<file path="src/rtl/reg_map_pkg.sv">
// Register map shared by the write arbiter and its consumers: address
// constants, widths, reset values and the grant encoding.
package reg_map_pkg;

  localparam int ADDR_W   = 7;
  localparam int DATA_W   = 8;
  localparam int NUM_REGS = 5;

  localparam logic [ADDR_W-1:0] ADDR_EN_OUT_LO = 7'h00;
  localparam logic [ADDR_W-1:0] ADDR_EN_OUT_HI = 7'h01;
  localparam logic [ADDR_W-1:0] ADDR_EN_PWM_LO = 7'h02;
  localparam logic [ADDR_W-1:0] ADDR_EN_PWM_HI = 7'h03;
  localparam logic [ADDR_W-1:0] ADDR_PWM_DUTY  = 7'h04;

  localparam logic [DATA_W-1:0] REG_RESET_VAL [NUM_REGS] = '{8'h00, 8'h00, 8'h00, 8'h00, 8'h00};

  typedef enum logic {
    GRANT_REQ0 = 1'b0,
    GRANT_REQ1 = 1'b1
  } grant_e;

endpackage

</file>
<file path="src/rtl/rr_arb2.sv">
// Two-input round-robin arbiter; a tie goes to the requester that was not
// granted most recently, and the pointer only moves on a grant.
module rr_arb2
  import reg_map_pkg::*;
(
  input  logic       clk,
  input  logic       reset,
  input  logic [1:0] valid,
  output logic [1:0] grant
);

  grant_e last_grant;

  always_comb begin
    grant = valid;
    if (valid == 2'b11) begin
      grant = (last_grant == GRANT_REQ1) ? 2'b01 : 2'b10;
    end
  end

  // Reset points at requester 1 so requester 0 wins the first tie.
  always_ff @(posedge clk or negedge reset) begin
    if (!reset) begin
      last_grant <= GRANT_REQ1;
    end else if (grant[0]) begin
      last_grant <= GRANT_REQ0;
    end else if (grant[1]) begin
      last_grant <= GRANT_REQ1;
    end
  end

endmodule

</file>
<file path="src/rtl/reg_write_arbiter.sv">
// Arbitrates writes from the SPI decoder and the sequencer into the
// configuration register bank; unmapped writes are accepted and flagged.
module reg_write_arbiter
  import reg_map_pkg::NUM_REGS;
  import reg_map_pkg::REG_RESET_VAL;
#(
  parameter int ADDR_W = reg_map_pkg::ADDR_W,
  parameter int DATA_W = reg_map_pkg::DATA_W
) (
  input  logic                clk,
  input  logic                reset,
  input  logic                req0_valid,
  input  logic [ADDR_W-1:0]   req0_addr,
  input  logic [DATA_W-1:0]   req0_data,
  output logic                req0_ready,
  input  logic                req1_valid,
  input  logic [ADDR_W-1:0]   req1_addr,
  input  logic [DATA_W-1:0]   req1_data,
  output logic                req1_ready,
  output logic [DATA_W-1:0]   en_reg_out_7_0,
  output logic [DATA_W-1:0]   en_reg_out_15_8,
  output logic [DATA_W-1:0]   en_reg_pwm_7_0,
  output logic [DATA_W-1:0]   en_reg_pwm_15_8,
  output logic [DATA_W-1:0]   pwm_duty_cycle,
  output logic [NUM_REGS-1:0] reg_update,
  output logic                addr_err
);

  logic [1:0]        grant;
  logic              wr_en;
  logic [ADDR_W-1:0] wr_addr;
  logic [DATA_W-1:0] wr_data;
  logic [DATA_W-1:0] regs_q [NUM_REGS];

  rr_arb2 u_arb (
    .clk   (clk),
    .reset (reset),
    .valid ({req1_valid, req0_valid}),
    .grant (grant)
  );

  assign req0_ready = grant[0];
  assign req1_ready = grant[1];
  assign wr_en      = |grant;
  assign wr_addr    = grant[1] ? req1_addr : req0_addr;
  assign wr_data    = grant[1] ? req1_data : req0_data;

  // reg_update and addr_err are single-cycle pulses, cleared every cycle.
  always_ff @(posedge clk or negedge reset) begin
    if (!reset) begin
      for (int i = 0; i < NUM_REGS; i++) begin
        regs_q[i] <= REG_RESET_VAL[i];
      end
      reg_update <= '0;
      addr_err   <= 1'b0;
    end else begin
      reg_update <= '0;
      addr_err   <= 1'b0;
      if (wr_en) begin
        if (wr_addr < ADDR_W'(NUM_REGS)) begin
          for (int i = 0; i < NUM_REGS; i++) begin
            if (wr_addr == ADDR_W'(i)) begin
              regs_q[i]     <= wr_data;
              reg_update[i] <= 1'b1;
            end
          end
        end else begin
          addr_err <= 1'b1;
        end
      end
    end
  end

  assign en_reg_out_7_0  = regs_q[0];
  assign en_reg_out_15_8 = regs_q[1];
  assign en_reg_pwm_7_0  = regs_q[2];
  assign en_reg_pwm_15_8 = regs_q[3];
  assign pwm_duty_cycle  = regs_q[4];

endmodule

</file>
<file path="config.mk">
export PLATFORM = sky130hd
export DESIGN_NAME = reg_write_arbiter
export DESIGN_NICKNAME = d
export VERILOG_FILES = /design/src/rtl/reg_map_pkg.sv /design/src/rtl/rr_arb2.sv /design/src/rtl/reg_write_arbiter.sv
export SDC_FILE = /design/constraint.sdc
export NUM_CORES = 1
export LEC_CHECK = 0
export CAP_MARGIN = 20
export CORE_MARGIN = 2
export CORE_UTILIZATION = 44
export CTS_BUF_LIST = sky130_fd_sc_hd__clkbuf_8
export CTS_CLUSTER_SIZE = 25
export DETAILED_ROUTE_END_ITERATION = 10
export PLACE_DENSITY_LB_ADDON = 0.05
export SLEW_MARGIN = 5
export SYNTH_ARGS = -nofsm -noshare
export SYNTH_HDL_FRONTEND = slang
export SYNTH_HIERARCHICAL = 1
export SYNTH_SLANG_ARGS = --single-unit
</file>
<file path="constraint.sdc">
create_clock -name clk -period 2.75 [get_ports clk]
set_input_delay 0.275 -clock clk [delete_from_list [all_inputs] [get_ports clk]]
set_output_delay 0.275 -clock clk [all_outputs]
set_load 0.005 [all_outputs]
</file>
Yosys cells after proc, flatten, opt, wreduce, memory -nomap -nowiden

Index checks and enable logic that the tools add are counted.

Order comparisons: 1
Equal/unequal tests: 5
Multiplexer cells: 15
Reductions and logical operators: 8

Operators by type and width:

| cell               | number |
|---|---|
| $reduce_and 3->1   | 5 |
| $eq 7x2->1 const B | 2 |
| $mux 5             | 2 |
| $mux 1             | 9 |
| $mux 8             | 1 |
| $eq 7x1->1 const B | 1 |
| $eq 7x3->1 const B | 1 |
| $logic_not 7->1    | 1 |
| $lt 7x3->1 const B | 1 |
| $mux 7             | 1 |
| $mux 2             | 2 |
| $eq 2x2->1 const B | 1 |
| $reduce_bool 2->1  | 1 |
| $reduce_or 2->1    | 1 |

Register bits: 47
Input bits: 34

Logic depth before layout (Yosys ltp)

Gate-level depths: netlist of run 1.

Depth in word-level cells: 7
Depth in mapped cells: 7
Gate-level depth less buffers: 5

Hierarchy

Netlist of run 1, hierarchy kept.

By module, submodules not included:

| module            | instances | cells each | area each (µm²) |
|---|---|---|---|
| reg_write_arbiter | 1         | 120        | 1936.9 |
| rr_arb2           | 1         | 6          | 53.8 |

Worst setup path after synthesis of run 1

Ideal clock, no wire load.

Path type: register -> register
From: register u_arb.last_grant
To: register regs_q, in the netlist en_reg_pwm_15_8[0]
Data arrival time: 2.193 ns
Data required time: 2.625 ns
Setup slack: 0.433 ns
Stages on the path, launching flop included: 7
Period minus slack after synthesis: 2.317 ns
Path through: dfstp_2 > a21boi_0 > buf_4 > nor4_4 > o21ai_2 > nor4b_4 > mux2_2

Longest elaborated chain between the ends: 5
Elaborated cells on any way between the ends: 8

Ends and longest elaborated chain:

| item                                     | RTL line                                         | text |
|---|---|---|
| start: declaration                       | rr_arb2.sv:12                                    | `grant_e last_grant;` |
| start signal: assignment                 | rr_arb2.sv:24                                    | `last_grant <= GRANT_REQ1;` |
| start signal: assignment                 | rr_arb2.sv:26                                    | `last_grant <= GRANT_REQ0;` |
| start signal: assignment                 | rr_arb2.sv:28                                    | `last_grant <= GRANT_REQ1;` |
| $mux 2 *                                 | rr_arb2.sv:17                                    | `grant = (last_grant == GRANT_REQ1) ? 2'b01 : 2'b10;` |
| $mux 2 *                                 | rr_arb2.sv:16                                    | `if (valid == 2'b11) begin` |
| via req1_ready                           | reg_write_arbiter.sv:19                          | `output logic req1_ready,` |
| $mux 7                                   | reg_write_arbiter.sv:45                          | `assign wr_addr = grant[1] ? req1_addr : req0_addr;` |
| $lt 7x3->1 or $eq 7x2->1 (tied branches) | reg_write_arbiter.sv:60, reg_write_arbiter.sv:62 |  |
| $reduce_and 3->1 (no line)               | n/a                                              |  |
| end signal: indexed assignment           | reg_write_arbiter.sv:52                          | `regs_q[i] <= REG_RESET_VAL[i];` |
| end signal: indexed assignment           | reg_write_arbiter.sv:63                          | `regs_q[i] <= wr_data;` |
| end: declaration                         | reg_write_arbiter.sv:33                          | `logic [DATA_W-1:0] regs_q [NUM_REGS];` |

The timed path passes the listed nets; every way through them passes the cells marked *.
A chain may end at the register's enable or synchronous reset.

Final worst setup path of run 1

From: input req1_valid
To: register regs_q, in the netlist en_reg_out_7_0[5]

Longest elaborated chain between the ends: 5
Elaborated cells on any way between the ends: 8

Ends and longest elaborated chain:

| item                                          | RTL line                                         | text |
|---|---|---|
| start: declaration                            | reg_write_arbiter.sv:16                          | `input logic req1_valid,` |
| $eq 2x2->1                                    | rr_arb2.sv:16                                    |  |
| $mux 2 *                                      | rr_arb2.sv:16                                    |  |
| $mux 7                                        | reg_write_arbiter.sv:45                          |  |
| $lt 7x3->1 or $logic_not 7->1 (tied branches) | reg_write_arbiter.sv:60, reg_write_arbiter.sv:62 |  |
| $reduce_and 3->1 (no line)                    | n/a                                              |  |

Every way passes the cells marked *; elsewhere a longest branch is shown, timed or not.

==> parameters.txt, run 1 <==
Parameter                              Value

Die
  Row Count    24
  Starting Density    45.72%
  Total Die Area    5078 um2
  Core region area    4354 um2
  Number of top-level design ports    82
  Die Y-Extent    71.26 um
  Horizontal die dimension    71.26 um

STA
  Fmax    408.8 MHz
  Tightest Pin Transition    0.6877 ns
  Slew headroom    53.91%
  Final clock period utilization by the worst path    88.94%
  Worst clock skew    0.005253 ns
  Max-slew violations    0
  Final worst slack    0.3040 ns
  Number of hold violations in the final report    0
  Fin Setup TNS    0 ns
  Worst hold slack    0.3533 ns
  Final critical-path required period    2.446 ns
  Unrepaired setup endpoints after global routing    no
  Total setup violations reported at the end of the flow    0

Logic synthesis
  Warnings, synthesis    6
  Post-synthesis cell type count    24
  Total nets after synthesis    160
  Number of flip-flops and latches in the synthesized netlist    47
  Summed instance area of the synthesized netlist    1991 um2
  Synthesized area per cell    15.80 um2
  Count of mapped cells out of synthesis    126
  Area contributors post-synth    sky130_fd_sc_hd__dfrtp_1, sky130_fd_sc_hd__mux2_2, sky130_fd_sc_hd__nor4_4, sky130_fd_sc_hd__mux2i_1, sky130_fd_sc_hd__dfstp_2
  Cell taking the most area after synthesis    sky130_fd_sc_hd__dfrtp_1
  Area fraction of the dominant cell type after synthesis    57.83%
  Register area share after synthesis    59.15%

Cells and area
  Count of placed standard cells in the final layout, fillers left out    281
  Commonest cells after routing, fill and taps aside    sky130_fd_sc_hd__clkdlybuf4s50_1, sky130_fd_sc_hd__mux2_2, sky130_fd_sc_hd__dfrtp_1, sky130_fd_sc_hd__buf_4, sky130_fd_sc_hd__clkbuf_8
  Leading cell type in the layout, fill and taps excluded    sky130_fd_sc_hd__clkdlybuf4s50_1
  Fraction of final layout cells with drive strength greater than 1    35.81%
  Area added between synthesis and finish    55.31%
  Non-Filler Cell Area, Final    3092 um2
  Final layout net count    262
  Diode insertion count for antenna repair    0

Worst setup path
  Cell with the largest stage delay on the worst path    sky130_fd_sc_hd__clkdlybuf4s50_1
  Required time worst endpoint    2.94 ns
  Type of origin of the critical path    primary input
  CP arrival    2.63 ns
  Largest fanout on the critical path    8
  Buffers and inverters on the worst path    4
  Most frequent cell on the critical path    sky130_fd_sc_hd__buf_4
  Critical path capture point type    flop
  Dominant delay contributor by cell family on the critical path    buffers and inverters
  Kind of critical path    primary input to flop
  Slowest stage delay, CP    0.50 ns
  Worst path cell trace    clkdlybuf4s50_1, a21boi_2, buf_4, buf_4, mux2i_1, nor3b_2, buf_4, mux2_2

Run status
  Run status    complete, no violations

Routing
  DR WL/cell    16.69 um
  Initial detailed-routing violation count    62
  DRC errors left    0
  Post-DRT Antenna Nets    0
  Total wire length after detailed routing    4.691 mm
  First-pass iteration count of the detailed router    4
  Avg Vias per Cell    5.068
  Vias    1424

Pwr
  Power Dens Cells    549.8 nW/um2
  Leakage component of the power    1.384 nW
  Switching share of power    24.69%
  Worst IR drop on VDD    0.4013 mV
  NetSw    0.4198 mW
  Share of power burned in registers    49.0%
  Clock power frac    25.7%
  Internal power    1.280 mW
  Gate power share    25.3%

Global route
  Vias in the first global route    1499
  Antenna violations before repair    0
  Global-route wire length before repair    7.665 mm
  Total routing usage reported by global routing    19.86%
  Largest net degree at the start of global routing    48
  Grt ovf    0

Clock network
  Longest Clk Path Bufs    2
  Number of buffers created by CTS    5
  Gates resized, CTS repair    0
  Number of buffers added to fix hold violations after cts    0
  # H-tree levels    2
  Clock slew at the register clock pins of the worst setup and hold paths    0.09 ns
  Worst-skew pair later-pin latency    0.30 ns
  Number of buffers inserted to repair setup after CTS    0
  CTS tree    yes
  Clock sink count    47
  Root buffer cell    sky130_fd_sc_hd__clkbuf_8

Placed design
  Placed standard-cell area    2965 um2
  Count of input and output buffers    81
  Placed insts    271
  Detailed placement HPWL    3.556 mm
  Worst slack after detailed placement    -0.02267 ns
  Final GP Congestion    0.8829

Hold path
  Min-delay worst type    primary input to async pin

Flow run
  Total of max-cap violations    0
## worst register-to-register path, stage by stage, from the launching register on
cell and delay (ns):
sky130_fd_sc_hd__dfstp_2 0.57, sky130_fd_sc_hd__a21boi_2 0.09, sky130_fd_sc_hd__buf_4 0.17, sky130_fd_sc_hd__nor4_4 0.31, sky130_fd_sc_hd__o21ai_2 0.11, sky130_fd_sc_hd__buf_4 0.18, sky130_fd_sc_hd__nor4b_4 0.28, sky130_fd_sc_hd__buf_4 0.22
sky130_fd_sc_hd__mux2_2 0.35
## worst paths after layout
kind                       cells past startpoint                 end               start  slack, ns
min                                            2       reg_update[2]               reset       0.35
max in group asynchronous                      3  en_reg_out_15_8[0]               reset       1.94
min in group clk                               1  en_reg_pwm_15_8[4]  en_reg_pwm_15_8[4]       0.50
max reg2reg                                    8  en_reg_pwm_15_8[0]    u_arb/last_grant       0.37
min reg2reg                                    1  en_reg_pwm_15_8[4]  en_reg_pwm_15_8[4]       0.50
max                                            8   en_reg_out_7_0[5]          req1_valid       0.30
## Yosys cell counts (all sizes together)
| cell | n |
|---|---|
| buf | 3 |
| mux2 | 49 |
| nor2 | 3 |
| nor3b | 2 |
| o22a | 1 |
| dfrtp | 46 |
| nor4b | 3 |
| o21ai | 1 |
| nand2 | 1 |
| a21boi | 2 |
| dfstp | 1 |
| a21oi | 3 |
| mux2i | 3 |
| inv | 1 |
| nor2b | 1 |
| nor3 | 4 |
| nor4 | 2 |
## state kept, by name, indices dropped and copies added (netlist names)
name              count
en_reg_out_15_8       8
reg_update            5
u_arb/last_grant      1
en_reg_pwm_7_0        8
pwm_duty_cycle        8
en_reg_pwm_15_8       8
addr_err              1
en_reg_out_7_0        8
## cells by family (layout without fill, tap and decap cells)
group	count (synthesis)	count (layout)	synth area share, %
flops	47	47	59.15
compound gates	7	7	2.389
mux	52	52	29.23
simple gates	16	16	8.171
buf+inv	4	107	1.068
## metrics by stage
stage	power, mW	util, %
floorplan	0.9837	-
global placement	1.262	68.10
detailed placement	1.278	68.10
CTS	1.718	70.32
global route	1.791	71.01
finish	1.700	71.01
## layer usage
metal	vias to the layer above	share of wire (%)	GRT usage [%]
met5	-	0	0
met3	6	6.1	4.501
li1	669	-	-
met4	0	1.7	9.434
met1	702	42	25.94
met2	47	50	31.58
## power by group through the flow
stage | Sequential (mW) | Combinational, mW | Clock (mW)
after floorplan | 0.846 | 0.138 | 0
after global placement | 0.842 | 0.421 | 0
after detailed placement | 0.847 | 0.431 | 0
after CTS | 0.834 | 0.433 | 0.451
after global routing | 0.845 | 0.465 | 0.482
final | 0.833 | 0.430 | 0.437
## cell type report
class / count / area [um2]
fill: 321 / 1262
sequential: 47 / 1177
timing repair buffer: 98 / 948.4
multi-input combinational: 75 / 800.8
clock buffer: 6 / 82.58
tap: 52 / 65.06
clock inverter: 2 / 13.76
inverter: 1 / 3.754
Power figures use the tool's default switching activity.
==> run 2, diff against run 1 <==
CORE_MARGIN = default   (was 2)
CORE_UTILIZATION = 65   (was 44)
DONT_BUFFER_PORTS = 1   (was default)
==> parameters.txt, run 2 (synthesis results as in run 1) <==
Parameter                              Value

STA
  Fin Setup TNS    0 ns
  Total setup violations reported at the end of the flow    0
  Final clock period utilization by the worst path    91.43%
  Unrepaired setup endpoints after global routing    no
  Slew headroom    53.50%
  Final critical-path required period    2.514 ns
  Worst clock skew    0.003110 ns
  Fmax    397.7 MHz
  Max-slew violations    0
  Worst hold slack    0.02831 ns
  Number of hold violations in the final report    0
  Tightest Pin Transition    0.6924 ns

Worst setup path
  Dominant delay contributor by cell family on the critical path    multiplexers
  Critical path capture point type    flop
  Worst path cell trace    a21boi_2, buf_4, mux2i_1, nand2_1, nor3_2, buf_4, mux2_2
  Required time worst endpoint    2.92 ns
  Cell with the largest stage delay on the worst path    sky130_fd_sc_hd__mux2i_1
  Most frequent cell on the critical path    sky130_fd_sc_hd__buf_4
  Slowest stage delay, CP    0.50 ns
  Buffers and inverters on the worst path    2
  CP arrival    2.69 ns
  Type of origin of the critical path    flop
  Largest fanout on the critical path    10
  Kind of critical path    flop to flop

Routing
  Post-DRT Antenna Nets    0
  Initial detailed-routing violation count    64
  Vias    1117
  DRC errors left    7
  Total wire length after detailed routing    3.959 mm
  DR WL/cell    23.15 um
  First-pass iteration count of the detailed router    10
  Avg Vias per Cell    6.532

Cells and area
  Area added between synthesis and finish    11.57%
  Final layout net count    174
  Fill cells    170
  Fraction of final layout cells with drive strength greater than 1    51.43%
  Diode insertion count for antenna repair    0
  Commonest cells after routing, fill and taps aside    sky130_fd_sc_hd__mux2_2, sky130_fd_sc_hd__dfrtp_1, sky130_fd_sc_hd__buf_4, sky130_fd_sc_hd__clkbuf_8
  Leading cell type in the layout, fill and taps excluded    sky130_fd_sc_hd__mux2_2

Placed design
  Detailed placement HPWL    2.809 mm
  Final GP Congestion    0.9182
  Count of input and output buffers    0

Pwr
  Power Dens Cells    680.5 nW/um2
  Switching share of power    24.17%
  Leakage component of the power    1.059 nW
  NetSw    0.3653 mW
  Clock power frac    31.1%
  Worst IR drop on VDD    0.4565 mV
  Share of power burned in registers    56.6%
  Internal power    1.146 mW
  Gate power share    12.3%

Die
  Number of top-level design ports    82
  Die Y-Extent    57.34 um
  Total Die Area    3288 um2
  Row Count    19
  Starting Density    70.37%
  Core region area    2829 um2
  Horizontal die dimension    57.34 um

Clock network
  Root buffer cell    sky130_fd_sc_hd__clkbuf_8
  Clock slew at the register clock pins of the worst setup and hold paths    0.08 ns
  # H-tree levels    2
  CTS tree    yes
  Number of buffers created by CTS    5
  Gates resized, CTS repair    0
  Longest Clk Path Bufs    2
  Number of buffers inserted to repair setup after CTS    0
  Clock sink count    47
  Worst-skew pair later-pin latency    0.29 ns
  Number of buffers added to fix hold violations after cts    2

Global route
  Largest net degree at the start of global routing    48
  Vias in the first global route    1230
  Global-route wire length before repair    6.334 mm
  Total routing usage reported by global routing    26.34%
  Antenna violations before repair    0
  Grt ovf    0

Hold path
  Min-delay worst type    primary input to flop

Run status
  Failing checks    design-rule violations
  Run status    finished, violations left

Flow run
  Total of max-cap violations    0
run 2: worst paths after layout:
kind | start | to | slack [ns] | cells after the start
setup / recovery | u_arb/last_grant | en_reg_pwm_7_0[3] | 0.24 | 7
hold / removal | req0_valid | u_arb/last_grant | 0.03 | 1
hold reg to reg | en_reg_pwm_15_8[5] | en_reg_pwm_15_8[5] | 0.53 | 1
max in group asynchronous | reset | u_arb/last_grant | 1.98 | 2
setup reg to reg | u_arb/last_grant | en_reg_pwm_7_0[3] | 0.24 | 7
min in group asynchronous | reset | en_reg_out_15_8[5] | 0.49 | 2
run 2: through the flow:
stage	setup WS (ns)	std cells	utilization, %	total power [mW]	instance area [um2]
after CTS	0.2148	171	78.51	1.519	2221
after global routing	0.07807	171	78.51	1.567	2221
after detailed placement	0.2386	162	73.55	1.038	2081
after floorplan	0.4328	126	-	0.9837	1991
after global placement	0.3285	162	73.55	1.021	2081
final	0.2357	171	78.51	1.511	2221
run 2: worst reg2reg max path: cells and delay by family, from the launching register on:
kind,cells,cell delay [ns]
buf+inv,2,0.44
simple gates,2,0.32
flops,1,0.39
mux,2,0.83
compound gates,1,0.42
run 2: area by class of cell:
cell class	count	area, um2	area share, %
clock buffers	5	68.82	3.099
clock inverters	2	33.78	1.521
inverters	1	3.754	0.1690
multi-input cells	75	800.8	36.06
flip-flops and latches	47	1177	53.01
well taps	31	38.79	1.746
repair buffers	10	97.59	4.394
run 2: routing by layer:
layer	up-vias	wire [um]	GRT usage, %
li1	486	-	-
met1	568	1601	33.23
met2	57	2035	43.02
met3	6	283	8.390
met4	0	40	9.408
met5	-	0	0
run 2: power by group through the flow:
| stage | Clock (mW) | Combinational, mW | Sequential (mW) |
|---|---|---|---|
| after floorplan | 0 | 0.138 | 0.846 |
| after CTS | 0.474 | 0.187 | 0.858 |
| after global placement | 0 | 0.155 | 0.866 |
| after detailed placement | 0 | 0.168 | 0.870 |
| final | 0.470 | 0.185 | 0.856 |
| after global routing | 0.496 | 0.204 | 0.867 |
==> run 3, diff against run 2 <==
CORE_MARGIN = 2   (was default)
HOLD_SLACK_MARGIN = 0.03   (was default)
==> parameters.txt, run 3 (synthesis results as in run 1) <==
Parameter                              Value

Routing
  Post-DRT Antenna Nets    0
  Initial detailed-routing violation count    30
  Avg Vias per Cell    6.438
  Vias    1133
  Total wire length after detailed routing    3.873 mm
  DR WL/cell    22.01 um
  First-pass iteration count of the detailed router    4
  DRC errors left    0

Clock network
  Root buffer cell    sky130_fd_sc_hd__clkbuf_8
  Gates resized, CTS repair    0
  Number of buffers created by CTS    5
  Clock slew at the register clock pins of the worst setup and hold paths    0.09 ns
  CTS tree    yes
  Worst-skew pair later-pin latency    0.29 ns
  Longest Clk Path Bufs    2
  Clock sink count    47
  # H-tree levels    2

Worst setup path
  Largest fanout on the critical path    9
  Internal reg-to-reg setup slack    0.16 ns
  CP arrival    2.78 ns
  Critical path capture point type    flop
  Required time worst endpoint    2.94 ns
  Type of origin of the critical path    flop
  Kind of critical path    flop to flop

Pwr
  Leakage component of the power    1.063 nW
  Internal power    1.065 mW
  Switching share of power    26.42%
  Power Dens Cells    646.7 nW/um2
  Share of power burned in registers    59.1%
  NetSw    0.3825 mW
  Worst IR drop on VDD    0.4672 mV
  Clock power frac    28.1%
  Gate power share    12.8%

STA
  Max-slew violations    0
  Final clock period utilization by the worst path    94.32%
  Number of hold violations in the final report    0
  Tightest Pin Transition    0.7186 ns
  Total setup violations reported at the end of the flow    0
  Unrepaired setup endpoints after global routing    no
  Fmax    385.5 MHz
  Fin Setup TNS    0 ns
  Worst clock skew    0.004111 ns
  Final critical-path required period    2.594 ns
  Slew headroom    51.89%

Cells and area
  Leading cell type in the layout, fill and taps excluded    sky130_fd_sc_hd__mux2_2
  Final layout net count    176
  Fraction of final layout cells with drive strength greater than 1    52.45%
  Area added between synthesis and finish    12.45%
  Fill cells    191
  Commonest cells after routing, fill and taps aside    sky130_fd_sc_hd__mux2_2, sky130_fd_sc_hd__dfrtp_1, sky130_fd_sc_hd__buf_4, sky130_fd_sc_hd__clkbuf_8
  Final core area utilization    75.17%
  Diode insertion count for antenna repair    0

Die
  Core region area    2978 um2
  Starting Density    66.85%
  Number of top-level design ports    82
  Die Y-Extent    59.34 um
  Horizontal die dimension    59.34 um
  Row Count    20
  Total Die Area    3521 um2

Hold path
  Min-delay worst type    primary input to flop

Global route
  Grt ovf    0
  Total routing usage reported by global routing    24.39%
  Antenna violations before repair    0
  Global-route wire length before repair    6.044 mm
  Vias in the first global route    1231
  Largest net degree at the start of global routing    48

Placed design
  Detailed placement HPWL    2.909 mm
  Final GP Congestion    0.7655
  Count of input and output buffers    0

Run status
  Run status    complete, no violations

Flow run
  Total of max-cap violations    0
==> run 3: metrics by stage <==
| step | worst slack [ns] | total power, mW | hold WS [ns] | cell area (um2) | cells |
|---|---|---|---|---|---|
| after global routing | 0.02107 | 1.520 | 0.1073 | 2238 | 176 |
| final | 0.1562 | 1.448 | 0.1011 | 2238 | 176 |
| after global placement | 0.2044 | 1.023 | -0.01966 | 2083 | 164 |
| after CTS | 0.1227 | 1.462 | 0.1013 | 2218 | 175 |
| after detailed placement | 0.1363 | 1.040 | -0.01970 | 2083 | 164 |
| after floorplan | 0.4328 | 0.9837 | -0.02059 | 1991 | 126 |
==> run 3: path summary, 6_finish.rpt <==
| kind | start | to | cells after the start |
|---|---|---|---|
| min in group asynchronous | reset | en_reg_pwm_15_8[4] | 2 |
| hold / removal | req1_valid | u_arb/last_grant | 2 |
| hold reg to reg | u_arb/last_grant | u_arb/last_grant | 2 |
| setup reg to reg | u_arb/last_grant | en_reg_pwm_15_8[7] | 5 |
| setup / recovery | u_arb/last_grant | en_reg_pwm_15_8[7] | 5 |
| max in group asynchronous | reset | u_arb/last_grant | 2 |
==> run 3: area by class of cell <==
class	instances	area (um2)	area share [%]
flip-flops and latches	47	1177	52.60
multi-input cells	75	800.8	35.77
repair buffers	12	127.6	5.701
clock buffers	5	68.82	3.074
well taps	33	41.29	1.845
clock inverters	3	18.77	0.8385
inverters	1	3.754	0.1677
==> run 3: power groups by stage <==
| stage | clock network, mW | logic (mW) | registers, mW |
|---|---|---|---|
| 2_1_floorplan | 0 | 0.138 | 0.846 |
| 4_1_cts | 0.415 | 0.189 | 0.858 |
| 3_3_place_gp | 0 | 0.157 | 0.867 |
| 6_report | 0.407 | 0.186 | 0.855 |
| 5_1_grt | 0.448 | 0.205 | 0.866 |
| 3_5_place_dp | 0 | 0.168 | 0.871 |
==> run 3: metal layers <==
| metal | GRT usage (%) | wire (um) | vias up |
|---|---|---|---|
| li1 | - | - | 491 |
| met1 | 28.66 | 1471 | 577 |
| met2 | 39.56 | 1999 | 61 |
| met3 | 10.92 | 378 | 4 |
| met4 | 8.766 | 24 | 0 |
| met5 | 0 | 0 | - |
==> run 3: critical path: stages (launching register included) <==
cell and delay (ns):
sky130_fd_sc_hd__dfstp_2 0.39, sky130_fd_sc_hd__a21boi_2 0.38, sky130_fd_sc_hd__nor4b_2 0.37, sky130_fd_sc_hd__o21ai_2 0.21, sky130_fd_sc_hd__nor4b_4 0.70, sky130_fd_sc_hd__mux2_2 0.42
==> run 3: repair_timing <==
item / 4_1_cts / 5_1_grt
hold buffers: 3 / 0
setup endpoints to repair: 0 / 7
setup buffers: 0 / 1
hold endpoints to repair: 48 / 0
